## src/rtl/exec_cond_stage.sv

```systemverilog
// Conditional-execute stage after the ALU: checks the cond field against NZCV, squashes failed ops, buffers 2 results.
// Latency: an accepted entry is visible on out_* the cycle after the accepting edge when the buffer was empty.
// Backpressure: in_ready = (count < 2) from registered state only; out_ready never reaches in_ready combinationally.
module exec_cond_stage #(
  parameter int SQ_W = 16
) (
  input  logic            clk,
  input  logic            rst_n,
  input  logic            in_valid,
  output logic            in_ready,
  input  logic [31:0]     in_result,
  input  logic [3:0]      in_flags,
  input  logic [3:0]      in_cond,
  input  logic [1:0]      in_flag_w,
  input  logic            in_reg_write,
  input  logic            in_mem_write,
  input  logic            in_pc_src,
  input  logic [3:0]      in_rd,
  output logic            out_valid,
  input  logic            out_ready,
  output logic [31:0]     out_result,
  output logic [3:0]      out_rd,
  output logic            out_reg_write,
  output logic            out_mem_write,
  output logic            out_pc_src,
  output logic            out_cond_ex,
  output logic [3:0]      nzcv,
  output logic [SQ_W-1:0] squash_cnt
);

  typedef struct packed {
    logic [31:0] result;
    logic [3:0]  rd;
    logic        reg_write;
    logic        mem_write;
    logic        pc_src;
    logic        cond_ex;
  } entry_t;

  entry_t          head_q, head_d, tail_q, tail_d, new_ent;
  logic [1:0]      cnt_q, cnt_d;
  logic [3:0]      nzcv_q, nzcv_d;
  logic [SQ_W-1:0] sq_q, sq_d;
  logic            cond_pass, push, pop;
  logic            f_n, f_z, f_c, f_v;

  assign in_ready  = (cnt_q < 2'd2);
  assign out_valid = (cnt_q != 2'd0);
  assign push      = in_valid && in_ready;
  assign pop       = out_valid && out_ready;

  // Condition is judged only against the registered flags, never the incoming ones.
  assign {f_n, f_z, f_c, f_v} = nzcv_q;

  always_comb begin
    cond_pass = 1'b1;
    case (in_cond)
      4'b0000: cond_pass = f_z;
      4'b0001: cond_pass = !f_z;
      4'b0010: cond_pass = f_c;
      4'b0011: cond_pass = !f_c;
      4'b0100: cond_pass = f_n;
      4'b0101: cond_pass = !f_n;
      4'b0110: cond_pass = f_v;
      4'b0111: cond_pass = !f_v;
      4'b1000: cond_pass = f_c && !f_z;
      4'b1001: cond_pass = !f_c || f_z;
      4'b1010: cond_pass = (f_n == f_v);
      4'b1011: cond_pass = (f_n != f_v);
      4'b1100: cond_pass = !f_z && (f_n == f_v);
      4'b1101: cond_pass = f_z || (f_n != f_v);
      default: cond_pass = 1'b1;
    endcase
  end

  always_comb begin
    new_ent.result    = in_result;
    new_ent.rd        = in_rd;
    new_ent.reg_write = in_reg_write && cond_pass;
    new_ent.mem_write = in_mem_write && cond_pass;
    new_ent.pc_src    = in_pc_src && cond_pass;
    new_ent.cond_ex   = cond_pass;
  end

  always_comb begin
    head_d = head_q;
    tail_d = tail_q;
    cnt_d  = cnt_q;
    nzcv_d = nzcv_q;
    sq_d   = sq_q;

    case ({push, pop})
      2'b10: begin
        if (cnt_q == 2'd0) head_d = new_ent;
        else               tail_d = new_ent;
        cnt_d = cnt_q + 2'd1;
      end
      2'b01: begin
        head_d = tail_q;
        cnt_d  = cnt_q - 2'd1;
      end
      2'b11: begin
        // Count stays put; the new entry lands behind whatever survives the pop.
        if (cnt_q == 2'd1) begin
          head_d = new_ent;
        end else begin
          head_d = tail_q;
          tail_d = new_ent;
        end
      end
      default: ;
    endcase

    if (push) begin
      if (cond_pass) begin
        if (in_flag_w[1]) nzcv_d[3:2] = in_flags[3:2];
        if (in_flag_w[0]) nzcv_d[1:0] = in_flags[1:0];
      end else if (sq_q != {SQ_W{1'b1}}) begin
        sq_d = sq_q + SQ_W'(1);
      end
    end
  end

  always_ff @(posedge clk or negedge rst_n) begin
    if (!rst_n) begin
      head_q <= '0;
      tail_q <= '0;
      cnt_q  <= 2'd0;
      nzcv_q <= 4'b0000;
      sq_q   <= '0;
    end else begin
      head_q <= head_d;
      tail_q <= tail_d;
      cnt_q  <= cnt_d;
      nzcv_q <= nzcv_d;
      sq_q   <= sq_d;
    end
  end

  assign out_result    = head_q.result;
  assign out_rd        = head_q.rd;
  assign out_reg_write = head_q.reg_write;
  assign out_mem_write = head_q.mem_write;
  assign out_pc_src    = head_q.pc_src;
  assign out_cond_ex   = head_q.cond_ex;
  assign nzcv          = nzcv_q;
  assign squash_cnt    = sq_q;

endmodule

```

## config.mk

```make
export PLATFORM = sky130hd
export DESIGN_NAME = exec_cond_stage
export DESIGN_NICKNAME = d
export VERILOG_FILES = /design/src/rtl/exec_cond_stage.sv
export SDC_FILE = /design/constraint.sdc
export NUM_CORES = 1
export LEC_CHECK = 0
export BUFFER_PORTS_ARGS = -buffer_cell sky130_fd_sc_hd__buf_2
export CAP_MARGIN = 40
export CORE_MARGIN = 3
export CORE_UTILIZATION = 35
export CTS_BUF_LIST = sky130_fd_sc_hd__clkbuf_8
export DETAILED_ROUTE_END_ITERATION = 16
export GPL_ROUTABILITY_DRIVEN = 0
export PLACE_DENSITY_LB_ADDON = 0.12
export REMOVE_ABC_BUFFERS = 1
export SYNTH_ARGS = -nofsm -noshare
export SYNTH_HDL_FRONTEND = slang
export SYNTH_SLANG_ARGS = --single-unit
```

## constraint.sdc

```tcl
create_clock -name clk -period 3.05 [get_ports clk]
set_clock_uncertainty 0.15 [all_clocks]
set_input_delay 0.915 -clock clk [delete_from_list [all_inputs] [get_ports clk]]
set_output_delay 0.915 -clock clk [all_outputs]
set_load 0.02 [all_outputs]
```

Yosys cells after proc, flatten, opt, wreduce, memory -nomap -nowiden
Cells that the tools add are included.
{"block": "totals", "register_bits": 102, "input_bits": 53, "output_inout_bits": 62, "word_cells": 76}
{"block": "op_classes", "order_cmp": 1, "eq_ne": 23, "reduce_logical": 24, "bitwise": 1, "n_mux": 8, "add_sub_neg": 3}
{"cell": "$mux W40", "n": 4}
{"cell": "$pmux W40 S3", "n": 1}
{"cell": "$pmux W40 S2", "n": 1}
{"cell": "$eq A4 B4 Y1 const B", "n": 6}
{"cell": "$add A16 B1 Y16 const B", "n": 1}
{"cell": "$eq A4 B3 Y1 const B", "n": 4}
{"cell": "$ne A16 B16 Y1 const B", "n": 1}
{"cell": "$pmux W1 S14", "n": 1}
{"cell": "$reduce_and A3 Y1", "n": 4}
{"cell": "$eq A4 B2 Y1 const B", "n": 2}
{"cell": "$logic_and A1 B1 Y1", "n": 7}
{"cell": "$ne A2 B2 Y1 const B", "n": 3}
{"cell": "$reduce_bool A2 Y1", "n": 3}
{"cell": "$eq A2 B1 Y1 const B", "n": 2}
{"cell": "$eq A2 B2 Y1 const B", "n": 2}
{"cell": "$eq A4 B1 Y1 const B", "n": 1}
{"cell": "$logic_not A1 Y1", "n": 4}
{"cell": "$logic_not A4 Y1", "n": 1}
{"cell": "$pmux W2 S2", "n": 1}
{"cell": "$reduce_bool A3 Y1", "n": 1}
{"cell": "$add A2 B1 Y2 const B", "n": 1}
{"cell": "$logic_not A2 Y1", "n": 1}
{"cell": "$logic_or A1 B1 Y1", "n": 2}
{"cell": "$lt A2 B2 Y1 const B", "n": 1}
{"cell": "other kinds (5)", "n": 5}

Longest topological paths before layout
Gate-level depths: netlist (run 1).
{"block": "depth", "ltp_word": 6, "depth_mapped": 11}

Least setup slack after synthesis (run 1)
OpenSTA, ideal clock, no wires.
{"block": "synth_path", "path_type": "input-to-reg", "startpoint": "input in_valid", "endpoint": "register tail_q[10] (netlist name)", "path_stages": 6, "t_required_ps": 2775, "setup_slack_ps": 131, "n_path_buf": 1, "setup_ps": 125, "arrival_ps": 2645, "cell_sequence": "nand2_1 inv_2 ha_1 o211ai_1 clkbuf_1 mux2_2"}
{"block": "synth_via", "elab_chain_cells": 4}
{"item": "start: declaration", "line": "9", "text": "input logic in_valid,"}
{"item": "$logic_and A1 B1 Y1 (*)", "line": "49", "text": "assign push = in_valid && in_ready;"}
{"item": "$eq A2 B2 Y1", "line": "92", "text": "case ({push, pop})"}
{"item": "$ne A2 B2 Y1 (no source line) or $reduce_bool A2 Y1 (tied branches)"}
{"item": "$reduce_and A3 Y1 (no source line)"}
{"item": "end signal: assignment", "line": "133", "text": "tail_q <= tail_d;"}
{"item": "end: declaration", "line": "40", "text": "entry_t head_q, head_d, tail_q, tail_d, new_ent;"}
Mark *: on every way between the ends. The rest lies on a longest branch, timed or not.
A chain may end at the register's enable or synchronous reset.

Final worst setup path (run 1)
{"block": "layout_path", "startpoint": "register cnt_q[0]", "endpoint": "register tail_q[25] (netlist name)"}
{"block": "layout_via", "elab_chain_cells": 5}
{"item": "start: declaration", "line": "41", "text": "logic [1:0] cnt_q, cnt_d;"}
{"item": "start signal: assignment", "line": "134", "text": "cnt_q <= cnt_d;"}
{"item": "$lt A2 B2 Y1 or $reduce_bool A2 Y1 (tied branches)", "line": "47, 48"}
{"item": "$logic_and A1 B1 Y1 (on tied branches)", "line": "49, 50"}
{"item": "$eq A2 B2 Y1", "line": "92"}
{"item": "$ne A2 B2 Y1 (no source line) or $reduce_bool A2 Y1 (tied branches)"}
{"item": "$reduce_and A3 Y1 (no source line)"}
Several ways; a longest one is shown, not always the timed one.

==> results of run 1 <==
[power by group through the flow]
stage / Clock (mW) / Sequential (mW) / Combinational (mW)
final: 0.891 / 2.32 / 2.59
after global routing: 0.992 / 2.40 / 2.84
after CTS: 0.938 / 2.32 / 2.63
after detailed placement: 0 / 2.35 / 2.63
after global placement: 0 / 2.33 / 2.57
after floorplan: 0 / 2.70 / 1.33
[sequential cells by signal (all words and copies together), names as in the netlist]
name,cells
out_reg_write,1
out_cond_ex,1
squash_cnt,16
cnt_q,2
out_mem_write,1
out_pc_src,1
out_result,32
nzcv,4
out_rd,4
tail_q,40
[Yosys cell counts (all sizes together) (3+ instances only)]
cell | instances | area, sq um
dfrtp | 102 | 2552
nor2 | 79 | 296.5
mux2 | 42 | 473.0
a221oi | 36 | 315.3
nand2 | 20 | 77.58
clkbuf | 18 | 77.57
xnor2 | 17 | 148.9
nand3 | 15 | 75.07
inv | 12 | 45.04
ha | 6 | 75.07
nor3 | 6 | 30.03
o31ai | 6 | 45.04
a21oi | 5 | 25.02
buf | 5 | 58.80
nand4 | 5 | 31.28
and3 | 4 | 26.28
o21ai | 4 | 20.01
a22oi | 3 | 22.52
a31oi | 3 | 18.77
[per-layer routing]
metal | GRT usage | vias to the layer above
met5 | 0 | -
met4 | 0.07011 | 0
met3 | 0.02993 | 14
met2 | 0.2610 | 94
met1 | 0.1931 | 1701
li1 | - | 1681
[metrics by stage]
step                cells  setup WS, ns  cell area, sq um  total power [mW]    util
floorplan             383        -1.143              4429             4.024       -
global placement      682        0.1391              5395             4.895  0.4258
detailed placement    683        0.1380              5423             4.985  0.4280
CTS                   699        0.4210              5630             5.894  0.4444
global route          699        0.2319              5630             6.240  0.4444
finish                699        0.4250              5630             5.792  0.4444
[worst max-delay path: cells and delay by family, from the launching register on]
kind,cells,cell delay [ns]
flip-flops,1,0.40
adder cells (fa/ha/maj),2,0.49
multiplexers,1,0.38
AO/OA/AOI/OAI,1,0.12
AND/OR/NAND/NOR,2,0.19
buffers and inverters,4,0.78
[logic make-up (layout without fill, tap and decap cells)]
| family | count (synthesis) | count (layout) | synth area share |
|---|---|---|---|
| xor gates and xnor gates | 19 | 19 | 0.03645 |
| and+or+nand+nor | 138 | 138 | 0.1335 |
| adders and majority gates | 6 | 6 | 0.01644 |
| DFF | 102 | 102 | 0.5591 |
| buffers and inverters | 35 | 156 | 0.03973 |
| AOI/OAI and AO/OA | 63 | 63 | 0.1091 |
| muxes | 43 | 43 | 0.1058 |
[layout make-up]
class                      count  area (sq um)
fill                        1271          7041
inverter                      12         45.04
clock inverter                 5         56.30
clock buffer                  11         151.4
sequential                   102          2552
tap                          172         215.2
multi-input combinational    269          1862
timing repair buffer         128         748.2
[path summary, 6_finish.rpt]
path / startpoint / end / depth (start not counted)
min in group asynchronous: rst_n / out_result[6] / 1
hold reg to reg: tail_q[1] / tail_q[1] / 2
setup reg to reg: cnt_q[0] / tail_q[25] / 10
max in group asynchronous: rst_n / out_result[17] / 2
setup / recovery: cnt_q[0] / tail_q[25] / 10
hold / removal: tail_q[1] / tail_q[1] / 2
==> reports/qor.yml, run 1 <==
die_y_um: 120.2
holdWs_ns: 0.3350
finalSetupViolations: 0
p_sw_frac: 0.3998
groute.usage.overall: 0.1547
maxCapViolCount: 0
timing.final.crit_share: 0.8606
portBuffers: 114
h-tree-depth: 3
post-cts-setup-buffers: 0
overflow: 0
path_cells: "inv_1 > ha_1 > inv_1 > nand2_1 > inv_1 > ha_1 > nand2_1 > o211ai_1 > buf_4 > mux2_2"
antenna_found_initial: 0
hp-class: "register to register"
first_global_vias: 3564
cts_hold_buf: 0
drive_above_1_share: 0.3681
drv_slew: 0
hold_viol: 0
power_density_nw_per_um2: 1029
routedWlPerCell_um: 15.44
coreArea_sq_um: 12670
ys_warn_count: 0
ir_drop_mv: 0.3425
clkPwrFrac: 0.154
cpMostUsedCell: "inv_1"
cp.arrival_ns: 2.73
syn_area_sq_um: 4566
clock-sinks: 102
cts_buffers: 9
synth_area_per_cell_sq_um: 11.25
dp_hpwl_um: 7442
first_iter_violations: 169
slowest_stage: "dfrtp_1"
final_common_cell: "buf_2"
synth_cell_types: 42
path_clk_slew_ns: 0.10
required_ns: 3.16
ys_seq_elements: 102
final.min_clock_period_ns: 2.625
clk_latency_ns: 0.37
synth-async-reset-ratio: 1.000
io_pins: 115
wl_met3_um: 571
initial_core_util: 0.3603
tns_ns: 0
dr.max_layer_used: "met4"
path_class: "register to register"
rows: 41
die_x_um: 120.2
reg2reg_slack_ns: 0.43
synth-edff-count: 0
die_area_sq_um: 14450
internal_power_mw: 3.476
cts_max_path_buffers: 2
cts-root-buf: "clkbuf_8"
dr_wl_met2_um: 5100
wl_met1_um: 4885
grt_pass1_wl_um: 17570
slowest_delay_ns: 0.40
cp_max_fo: 25
ys_seq_area_frac: 0.5591
fin_nets: 581
synth_cells: 406
vias_per_cell: 4.993
via_count: 3490
yosys_most_used_dff: "dfrtp_1"
max_clock_freq_mhz: 381.0
antenna_left: 0
final_cell_mix: "buf_2, dfrtp_1, nor2_1, mux2_2, a221oi_1"
firstDrtPassIters: 4
pwr-share-comb: 0.446
grt_max_degree: 44
cp-start-kind: "register"
antenna_cells: 0
p_leak_nw: 2.563
max-slew-margin-rel: 0.6517
power.switching_mw: 2.316
synthToLayoutAreaGrowth_pct: 23.32
worst-slew-pin-transition_ns: 0.5225
end_kind: "register"
rsz0062_at_grt: "no"
seqPwrFrac: 0.400
drc: 0
cts_tree: "built"
wl_um: 10800
cts_resized: 0
status: "complete, no violations"
(Power assumes the default switching activity.)
==> inputs of run 2 (changes only) <==
--- a/config.mk
+++ b/config.mk
@@ -7,6 +7,7 @@
 export LEC_CHECK = 0
 export BUFFER_PORTS_ARGS = -buffer_cell sky130_fd_sc_hd__buf_2
 export CAP_MARGIN = 40
+export CORE_ASPECT_RATIO = 1.75
 export CORE_MARGIN = 3
 export CORE_UTILIZATION = 35
 export CTS_BUF_LIST = sky130_fd_sc_hd__clkbuf_8
@@ -14,6 +15,7 @@
 export GPL_ROUTABILITY_DRIVEN = 0
 export PLACE_DENSITY_LB_ADDON = 0.12
 export REMOVE_ABC_BUFFERS = 1
+export SLEW_MARGIN = 20
 export SYNTH_ARGS = -nofsm -noshare
 export SYNTH_HDL_FRONTEND = slang
 export SYNTH_SLANG_ARGS = --single-unit
==> run 2 against run 1 <==
Total power grew 0.71%. Clock-buffer cell count fell by 1. Core utilization hardly changed. Setup slack better by 0.095 ns. Sequential power hardly changed. Final cell count down 1.0%. Hold slack worse by 0.00067 ns. Wire length grew 4.2%. Design area shrank 0.27%. Critical path type unchanged. Largest power group unchanged.
==> reports/qor.yml, run 2 (synthesized netlist as in run 1, its figures left out) <==
io_pins: 115
groute.usage.overall: 0.1617
path_class: "register to register"
clock-sinks: 102
fillers: 1243
cts_tree: "built"
p_leak_nw: 2.549
worst-slew-pin-transition_ns: 0.6049
via_count: 3502
rows: 54
final_cell_mix: "buf_2, dfrtp_1, nor2_1, mux2_2, a221oi_1"
status: "complete, no violations"
timing.final.crit_share: 0.8296
top_register: "tail_q"
required_ns: 3.15
cts-root-buf: "clkbuf_8"
cp_max_fo: 44
wl_um: 11250
fin_ws_ns: 0.5196
seqCellArea_sq_um: 2552
fin_area_sq_um: 5615
cts_resized: 0
rsz0062_at_grt: "no"
end_kind: "register"
placed_area_sq_um: 5408
fin_nets: 578
final_common_cell: "buf_2"
largest_reg_flops: 40
antenna_cells: 0
max-slew-margin-rel: 0.5967
grt_max_degree: 46
post-cts-setup-buffers: 0
coreArea_sq_um: 12630
maxCapViolCount: 0
antenna_found_initial: 0
hold_viol: 0
multiInputGateArea_sq_um: 1862
synthToLayoutAreaGrowth_pct: 22.99
cts_hold_buf: 0
drc: 0
drive_above_1_share: 0.3645
first_global_vias: 3663
pre_cts_ws_ns: 0.1176
path_clk_slew_ns: 0.10
grt_pass1_wl_um: 18550
die_area_sq_um: 14500
ir_drop_mv: 0.5118
routedWlPerCell_um: 16.26
firstDrtPassIters: 4
max_clock_freq_mhz: 395.2
clk_latency_ns: 0.36
hp-class: "register to register"
cts_buffers: 9
vias_per_cell: 5.061
cp-start-kind: "register"
die_y_um: 157.1
cp.arrival_ns: 2.63
power_density_nw_per_um2: 1039
cts_max_path_buffers: 2
finalSetupViolations: 0
final.min_clock_period_ns: 2.530
antenna_left: 0
initial_core_util: 0.3614
portBuffers: 114
h-tree-depth: 3
first_iter_violations: 141
overflow: 0
drv_slew: 0
die_x_um: 92.34
dp_hpwl_um: 7615
## run 2: report_power, final
group	switching [mW]	total [mW]	leakage [nW]	internal, mW
Sequential	0.350	2.32	1.23	1.97
Combinational	1.52	2.61	1.22	1.09
Clock	0.493	0.903	0.106	0.410
Total	2.36	5.83	2.55	3.47
## run 2: final cells by class
class,count,share of cell area
clock inverter,6,0.01248
timing repair buffer,125,0.1315
clock buffer,10,0.02451
sequential,102,0.4545
multi-input combinational,269,0.3316
inverter,12,0.008021
tap,168,0.03743
## run 2: path summary, 6_finish.rpt
| path | start | slack, ns | end | cells after the start |
|---|---|---|---|---|
| min in group asynchronous | rst_n | 0.38 | out_result[17] | 1 |
| hold / removal | tail_q[2] | 0.33 | tail_q[2] | 2 |
| setup reg to reg | cnt_q[1] | 0.52 | tail_q[7] | 9 |
| setup / recovery | cnt_q[1] | 0.52 | tail_q[7] | 9 |
| max in group asynchronous | rst_n | 1.60 | squash_cnt[15] | 2 |
| hold reg to reg | tail_q[2] | 0.33 | tail_q[2] | 2 |
## run 2: per-stage QoR
stage / hold WS (ns) / power [mW] / setup TNS [ns] / instances / util
after floorplan: 0.2994 / 4.024 / -54.39 / 383 / -
after global placement: 0.3099 / 4.917 / 0 / 675 / 0.4258
after detailed placement: 0.3169 / 5.023 / 0 / 676 / 0.4280
after CTS: 0.3395 / 5.934 / 0 / 692 / 0.4444
after global routing: 0.3706 / 6.273 / 0 / 692 / 0.4444
final: 0.3344 / 5.833 / 0 / 692 / 0.4444
## run 2: worst max-delay path, stage by stage (launching register included)
cell      delay, ns
dfrtp_1        0.39
inv_1          0.11
ha_1           0.26
inv_1          0.12
nand2_1        0.09
inv_1          0.10
ha_1           0.23
o211ai_1       0.27
buf_12         0.29
mux2_2         0.37
## run 2: metal layers
layer  GRT usage  wire [um]
met5           0          0
met4     0.04961        170
met3     0.03778        476
met2      0.2916       5925
met1      0.1891       4681
==> inputs of run 3 (changes only) <==
==> constraint.sdc (replaced) <==
create_clock -name clk -period 2.6 [get_ports clk]
set_clock_uncertainty 0.15 [all_clocks]
set_input_delay 0.78 -clock clk [delete_from_list [all_inputs] [get_ports clk]]
set_output_delay 0.78 -clock clk [all_outputs]
set_load 0.02 [all_outputs]
==> run 3 against run 2 <==
Non-clock buffer count is 12 higher. Sequential share of layout area is 0.77 points lower. Setup slack worse by 0.28 ns. Sequential power is 17% higher. Register-to-register slack worse by 0.28 ns. Critical path type is now primary input to register. Highest routed layer unchanged.
==> reports/qor.yml, run 3 (synthesized netlist as in run 1, its figures left out) <==
status: "complete, no violations"
rsz0062_at_grt: "no"
worst-slew-pin-transition_ns: 0.5634
h-tree-depth: 3
groute.usage.overall: 0.1545
cp.arrival_ns: 2.46
die_x_um: 92.34
synthToLayoutAreaGrowth_pct: 25.10
cts_max_path_buffers: 2
drv_slew: 0
io_pins: 115
final.min_clock_period_ns: 2.359
routedWlPerCell_um: 15.33
required_ns: 2.70
cts_tree: "built"
largest_reg_flops: 40
antenna_left: 0
cts_hold_buf: 0
drc: 0
multiInputGateArea_sq_um: 1862
drive_above_1_share: 0.3776
first_iter_violations: 94
power_density_nw_per_um2: 1209
cp_max_fo: 11
initial_core_util: 0.3614
via_count: 3489
cts_buffers: 9
ir_drop_mv: 0.6469
path_class: "primary input to register"
dr.max_layer_used: "met4"
post-cts-setup-buffers: 0
top_register: "tail_q"
end_kind: "register"
wl_met3_um: 480
coreArea_sq_um: 12630
rows: 54
antenna_found_initial: 1
clk_latency_ns: 0.36
grt_max_degree: 45
stdcell_count: 704
maxCapViolCount: 0
grt_pass1_wl_um: 17760
reg2reg_from: "nzcv[3]"
fillers: 1242
vias_per_cell: 4.956
timing.final.crit_share: 0.9073
final_common_cell: "buf_2"
seqCellArea_sq_um: 2552
wl_met1_um: 4482
die_area_sq_um: 14500
firstDrtPassIters: 4
overflow: 0
placed_cells: 688
tns_ns: 0
dp_hpwl_um: 7645
path_clk_slew_ns: 0.10
crit_path_start: "in_cond[2]"
cts-root-buf: "clkbuf_8"
pre_cts_ws_ns: -0.1253
first_global_vias: 3546
wl_um: 10790
portBuffers: 114
die_y_um: 157.1
hp-class: "primary input to async pin"
max_clock_freq_mhz: 423.9
dr_wl_met2_um: 5685
hold_viol: 0
fin_ws_ns: 0.2411
cts_resized: 0
max-slew-margin-rel: 0.6244
finalSetupViolations: 0
cp-start-kind: "primary input"
final_cell_mix: "buf_2, dfrtp_1, nor2_1, mux2_2, a221oi_1"
clock-sinks: 102
fin_nets: 590
p_leak_nw: 2.608
run 3: worst paths after layout:
kind / endpoint / slack, ns / cells after the start
max: nzcv[2] / 0.24 / 8
min: out_result[1] / 0.25 / 1
max reg2reg: nzcv[2] / 0.24 / 7
min reg2reg: tail_q[1] / 0.34 / 2
max in group asynchronous: squash_cnt[15] / 1.43 / 2
min in group clk: tail_q[1] / 0.34 / 2
run 3: critical path, cell delays in order:
cell,delay [ns]
buf_2,0.19
mux2i_1,0.30
mux2_2,0.19
o22ai_1,0.08
a211oi_2,0.24
buf_4,0.17
nand3b_1,0.15
mux2_2,0.35
run 3: through the flow:
stage            util  hold slack, ns  total power [mW]  cell area, sq um
2_1_floorplan       -          0.2994             4.721              4429
3_3_place_gp   0.4330          0.3102             5.834              5470
3_5_place_dp   0.4351          0.3183             5.935              5498
4_1_cts        0.4519          0.2496             7.041              5709
5_1_grt        0.4521          0.2638             7.444              5712
6_report       0.4521          0.2525             6.905              5712
run 3: final cells by class:
| class | instances | share of cell area |
|---|---|---|
| clock buffers | 9 | 0.02169 |
| clock inverters | 6 | 0.01533 |
| flip-flops and latches | 102 | 0.4469 |
| multi-input cells | 269 | 0.3260 |
| repair buffers | 137 | 0.1450 |
| inverters | 12 | 0.007886 |
| well taps | 168 | 0.03680 |
| diodes | 1 | 0.0004381 |
run 3: per-layer routing:
metal  global-route usage  vias to the layer above
li1                     -                     1705
met1               0.1785                     1690
met2               0.2815                       86
met3              0.02869                        8
met4              0.05741                        0
met5                    0                        -
run 3: where the power goes:
part           switching, mW  total, mW  internal (mW)  leakage, nW
clock network          0.541       1.08          0.539        0.108
logic                   1.76       3.11           1.34         1.27
registers              0.410       2.72           2.31         1.23
